$ cat src/rtl/isa_camac_pkg.sv
// Shared constants and types for the ISA-to-CAMAC write assembler.
// The word width and the holding-register state encoding live here.
package isa_camac_pkg;
  localparam int BYTE_W       = 8;
  localparam int CAMAC_WORD_W = 24;

  typedef enum logic {
    HOLD_EMPTY = 1'b0,
    HOLD_FULL  = 1'b1
  } hold_state_t;
endpackage

$ cat src/rtl/isa_byte_lane.sv
// One byte lane of the staging register, plus its "written since last commit" mask bit.
// An accepted commit clearing the mask takes priority over a same-cycle write.
module isa_byte_lane
  import isa_camac_pkg::*;
(
  input  logic              clk,
  input  logic              rst,
  input  logic              wr_en,
  input  logic              clr_mask,
  input  logic [BYTE_W-1:0] din,
  output logic [BYTE_W-1:0] data,
  output logic              mask
);

  // lane data and mask registers
  always_ff @(posedge clk) begin
    if (rst) begin
      data <= {BYTE_W{1'b0}};
      mask <= 1'b0;
    end else begin
      if (wr_en) begin
        data <= din;
      end else begin
        data <= data;
      end
      if (clr_mask) begin
        mask <= 1'b0;
      end else if (wr_en) begin
        mask <= 1'b1;
      end else begin
        mask <= mask;
      end
    end
  end

endmodule

$ cat src/rtl/isa_camac_write_assembler.sv
// Steers ISA byte writes into a wide staging word and offers committed words
// to the CAMAC write sequencer via a one-entry valid/ready holding register.
module isa_camac_write_assembler
  import isa_camac_pkg::*;
#(
  parameter int BYTES = CAMAC_WORD_W / BYTE_W,
  parameter int SEL_W = 2
) (
  input  logic                  clk,
  input  logic                  rst,
  input  logic [BYTE_W-1:0]     isa_data,
  input  logic                  isa_wr,
  input  logic [SEL_W-1:0]      isa_byte_sel,
  input  logic                  isa_commit,
  input  logic                  ovr_clr,
  output logic [BYTE_W*BYTES-1:0] camac_data,
  output logic                  camac_valid,
  input  logic                  camac_ready,
  output logic [BYTES-1:0]      byte_mask,
  output logic                  overrun
);

  hold_state_t                 state;
  hold_state_t                 state_next;
  logic                        accept;
  logic                        drop;
  logic [BYTES-1:0]            lane_wr;
  logic [BYTE_W*BYTES-1:0]     staging;
  logic [BYTE_W*BYTES-1:0]     staged_next;

  for (genvar i = 0; i < BYTES; i++) begin : g_lane
    assign lane_wr[i] = isa_wr && (isa_byte_sel == SEL_W'(i));
    // Forward a same-cycle write into the word being committed.
    assign staged_next[BYTE_W*i +: BYTE_W] =
      lane_wr[i] ? isa_data : staging[BYTE_W*i +: BYTE_W];

    isa_byte_lane u_lane (
      .clk      (clk),
      .rst      (rst),
      .wr_en    (lane_wr[i]),
      .clr_mask (accept),
      .din      (isa_data),
      .data     (staging[BYTE_W*i +: BYTE_W]),
      .mask     (byte_mask[i])
    );
  end

  // holding FSM next-state and commit decision
  always_comb begin
    state_next = state;
    accept     = 1'b0;
    drop       = 1'b0;
    case (state)
      HOLD_EMPTY: begin
        if (isa_commit) begin
          accept     = 1'b1;
          state_next = HOLD_FULL;
        end else begin
          state_next = HOLD_EMPTY;
        end
      end
      HOLD_FULL: begin
        if (isa_commit && camac_ready) begin
          accept     = 1'b1;
          state_next = HOLD_FULL;
        end else if (isa_commit) begin
          drop       = 1'b1;
          state_next = HOLD_FULL;
        end else if (camac_ready) begin
          state_next = HOLD_EMPTY;
        end else begin
          state_next = HOLD_FULL;
        end
      end
      default: begin
        state_next = HOLD_EMPTY;
      end
    endcase
  end

  // state, holding word and sticky overrun registers
  always_ff @(posedge clk) begin
    if (rst) begin
      state      <= HOLD_EMPTY;
      camac_data <= {(BYTE_W*BYTES){1'b0}};
      overrun    <= 1'b0;
    end else begin
      state <= state_next;
      if (accept) begin
        camac_data <= staged_next;
      end else begin
        camac_data <= camac_data;
      end
      // a new overrun beats a same-cycle clear
      if (drop) begin
        overrun <= 1'b1;
      end else if (ovr_clr) begin
        overrun <= 1'b0;
      end else begin
        overrun <= overrun;
      end
    end
  end

  assign camac_valid = (state == HOLD_FULL);

endmodule
$ cat config.mk
export PLATFORM = sky130hd
export DESIGN_NAME = isa_camac_write_assembler
export DESIGN_NICKNAME = d
export VERILOG_FILES = /design/src/rtl/isa_camac_pkg.sv /design/src/rtl/isa_byte_lane.sv /design/src/rtl/isa_camac_write_assembler.sv
export SDC_FILE = /design/constraint.sdc
export NUM_CORES = 1
export LEC_CHECK = 0
export ABC_AREA = 1
export ABC_CLOCK_PERIOD_IN_PS = 2100
export CAP_MARGIN = 25
export CORE_ASPECT_RATIO = 1.25
export CORE_MARGIN = 2
export CORE_UTILIZATION = 40
export CTS_CLUSTER_DIAMETER = 150
export DETAILED_ROUTE_END_ITERATION = 10
export DONT_BUFFER_PORTS = 1
export PLACE_DENSITY_LB_ADDON = 0.25
export SLEW_MARGIN = 10
export SYNTH_ARGS = -nofsm -noshare
export SYNTH_HDL_FRONTEND = slang
export SYNTH_HIERARCHICAL = 1
export SYNTH_SLANG_ARGS = --single-unit
$ cat constraint.sdc
create_clock -name clk -period 2.1 [get_ports clk]
set_input_delay 0.42 -clock clk [delete_from_list [all_inputs] [get_ports clk]]
set_output_delay 0.42 -clock clk [all_outputs]
set_load 0.005 [all_outputs]
==> flow_summary.json <==
{
  "cp_top_family": "flip-flops",
  "drc_errors": 0,
  "fin_skew_ns": 0.01019,
  "hold_viol_final": 0,
  "grt_max_degree": 33,
  "cp.required_ns": 2.30,
  "clock_latency_ns": 0.30,
  "slowest_stage": "dfxtp_1",
  "worstPathArrival_ns": 1.41,
  "cp-startpoint": "camac_valid$_SDFF_PP0_",
  "critPathCapture": "camac_data[10]$_SDFFE_PP0P_",
  "fin_util": 0.4232,
  "cts_tree": "built",
  "setup_viol": 0,
  "drive_gt1_frac": 0.05040,
  "rows": 32,
  "fmax_mhz": 824.0,
  "nFillCells": 690,
  "drt_wl_total_um": 5650,
  "synth-seq-area-share": 0.4115,
  "cts_setup_buffers": 0,
  "first_pass_iters": 4,
  "syn_avg_cell_area_um2": 6.663,
  "syn_inst": 387,
  "hold_class": "input port to register",
  "cp-end-kind": "register",
  "port_buffers": 0,
  "numCtsBuffers": 5,
  "grt_overflow": 0,
  "place_congestion": 0.8125,
  "diodes": 0,
  "setup_tns_ns": 0,
  "cts_max_level": 2,
  "dp_hpwl_um": 3890,
  "worst-r2r-setup-slack_ns": 0.89,
  "core_area_um2": 6206,
  "powerDensity_nw_per_um2": 703.5,
  "synth_fp_nets": 403,
  "worst_r2r_path_depth": 5,
  "ir_drop_mv": 0.2584,
  "syn_to_final_growth_pct": 1.844,
  "multi_input_area_um2": 1059,
  "cap_violations": 0,
  "regToRegEndpoint": "camac_data[10]$_SDFFE_PP0P_",
  "drt_iter0_markers": 112,
  "synth_seq_cells": 53,
  "nNetsFinal": 394,
  "wl_per_cell_um": 12.23,
  "vias": 2080,
  "first_global_vias": 1861,
  "slew_headroom": 0.6619,
  "grt_usage": 0.1683,
  "cts_resized": 0,
  "avgViaCountPerCell": 4.502,
  "netlist_area_um2": 2579,
  "status": "complete, no violations",
  "io_pins": 45,
  "worstReg2RegStart": "camac_valid$_SDFF_PP0_",
  "rsz0062_at_grt": "false",
  "die_area_um2": 7109,
  "hold_buffers": 0,
  "ctsRootBufferMaster": "clkbuf_8",
  "clockBufferDepth": 2,
  "die_height_um": 93.77,
  "path_cells": "a21oi_4 > buf_4 > nand3_1 > nand2_1 > inv_1",
  "cp_max_fo": 27,
  "post-route-period-util": 0.5779,
  "ys_types": 18,
  "dieWidth_um": 75.82,
  "grt_first_pass_wirelength_um": 9073,
  "cp_num_buf_inv": 2,
  "yosysWarnings": 6,
  "drv_slew": 0,
  "crit_cells": 5,
  "worstMarginPinSlew_ns": 0.5066,
  "p_leak_nw": 1.325,
  "cp-start-kind": "register",
  "antenna_found_initial": 0,
  "finalCriticalPeriod_ns": 1.214,
  "critPathKind": "register to register",
  "ff_latch_area_um2": 1061,
  "ant_nets": 0,
  "slowest_delay_ns": 0.37,
  "floorplan.initialDensity": 0.4155,
  "cts_sinks": 53,
  "clkTransAtPathRegs_ns": 0.08
}
power breakdown:
| part | internal, mW | leakage [nW] | switching (mW) | total [mW] |
|---|---|---|---|---|
| Combinational | 0.0846 | 0.850 | 0.133 | 0.217 |
| Clock | 0.220 | 0.0399 | 0.303 | 0.523 |
| Sequential | 1.07 | 0.435 | 0.0419 | 1.11 |
cells by family (layout without fill, tap and decap cells):
kind of cell | count (synthesis) | in the layout | synth area share
simple gates | 203 | 203 | 0.3450
buf+inv | 101 | 91 | 0.1781
flops | 53 | 53 | 0.4115
compound gates | 30 | 30 | 0.06550
layout by cell type (no fill, tap or decap), drive strengths merged:
master / instances
dfxtp: 53
clkbuf: 5
a21oi: 27
inv: 81
clkinv: 3
nand4: 16
nand3: 35
nor2: 52
nand2: 100
buf: 2
o21a: 3
registers in the layout, summed over array words and instances (netlist names):
register / count
camac_data: 24
camac_valid: 1
g_lane.u_lane/data: 24
g_lane.u_lane/mask: 3
overrun: 1
synth_stat cells, drive strengths merged:
cell type  instances  share of area
inv               81           0.12
nand2            100           0.15
a21oi             27          0.057
nand4             16          0.039
nor2              52          0.085
buf               17          0.056
nand3             35          0.072
clkbuf             1         0.0015
clkinv             2         0.0029
dfxtp             53           0.41
o21a               3         0.0087
stage by stage:
step | hold slack [ns] | instance area [µm²] | cells | setup WS [ns] | total power, mW
3_3_place_gp | 0.4627 | 2552 | 456 | 0.6303 | 1.343
6_report | 0.2008 | 2626 | 462 | 0.8864 | 1.848
5_1_grt | 0.1816 | 2626 | 462 | 0.7655 | 1.949
3_5_place_dp | 0.4629 | 2552 | 456 | 0.6258 | 1.349
2_1_floorplan | 0.4493 | 2579 | 387 | 0.7321 | 1.340
4_1_cts | 0.1818 | 2626 | 462 | 0.8947 | 1.880
worst reg2reg max path, stage by stage, from the launching register on:
cell	delay, ns
dfxtp_1	0.37
a21oi_4	0.17
buf_4	0.31
nand3_1	0.16
nand2_1	0.09
inv_1	0.03
layout make-up:
class	count	share of cell area
Clock inverter	1	0.001906
Tap cell	85	0.04050
Clock buffer	5	0.02620
Multi-Input combinational cell	233	0.4031
Inverter	83	0.1186
Timing Repair Buffer	2	0.005717
Sequential cell	53	0.4040
worst min-delay path by stage:
stage                                          start                                     to  depth (start not counted)
2_1_floorplan  g_lane[0].u_lane/data[0]$_SDFFE_PP0P_  g_lane[0].u_lane/data[0]$_SDFFE_PP0P_                          2
3_3_place_gp   g_lane[2].u_lane/data[5]$_SDFFE_PP0P_  g_lane[2].u_lane/data[5]$_SDFFE_PP0P_                          2
3_5_place_dp   g_lane[0].u_lane/data[0]$_SDFFE_PP0P_  g_lane[0].u_lane/data[0]$_SDFFE_PP0P_                          2
4_1_cts                                          rst                 camac_valid$_SDFF_PP0_                          1
5_1_grt                                          rst                 camac_valid$_SDFF_PP0_                          1
6_report                                         rst                 camac_valid$_SDFF_PP0_                          1
metal layers:
metal,up-vias,share of wire,global-route usage
li1,1145,-,-
met1,873,0.47,0.2340
met2,60,0.45,0.2536
met3,2,0.076,0.04721
met4,0,0.0050,0.04386
met5,-,0,0
Power figures use the tool's default switching activity.
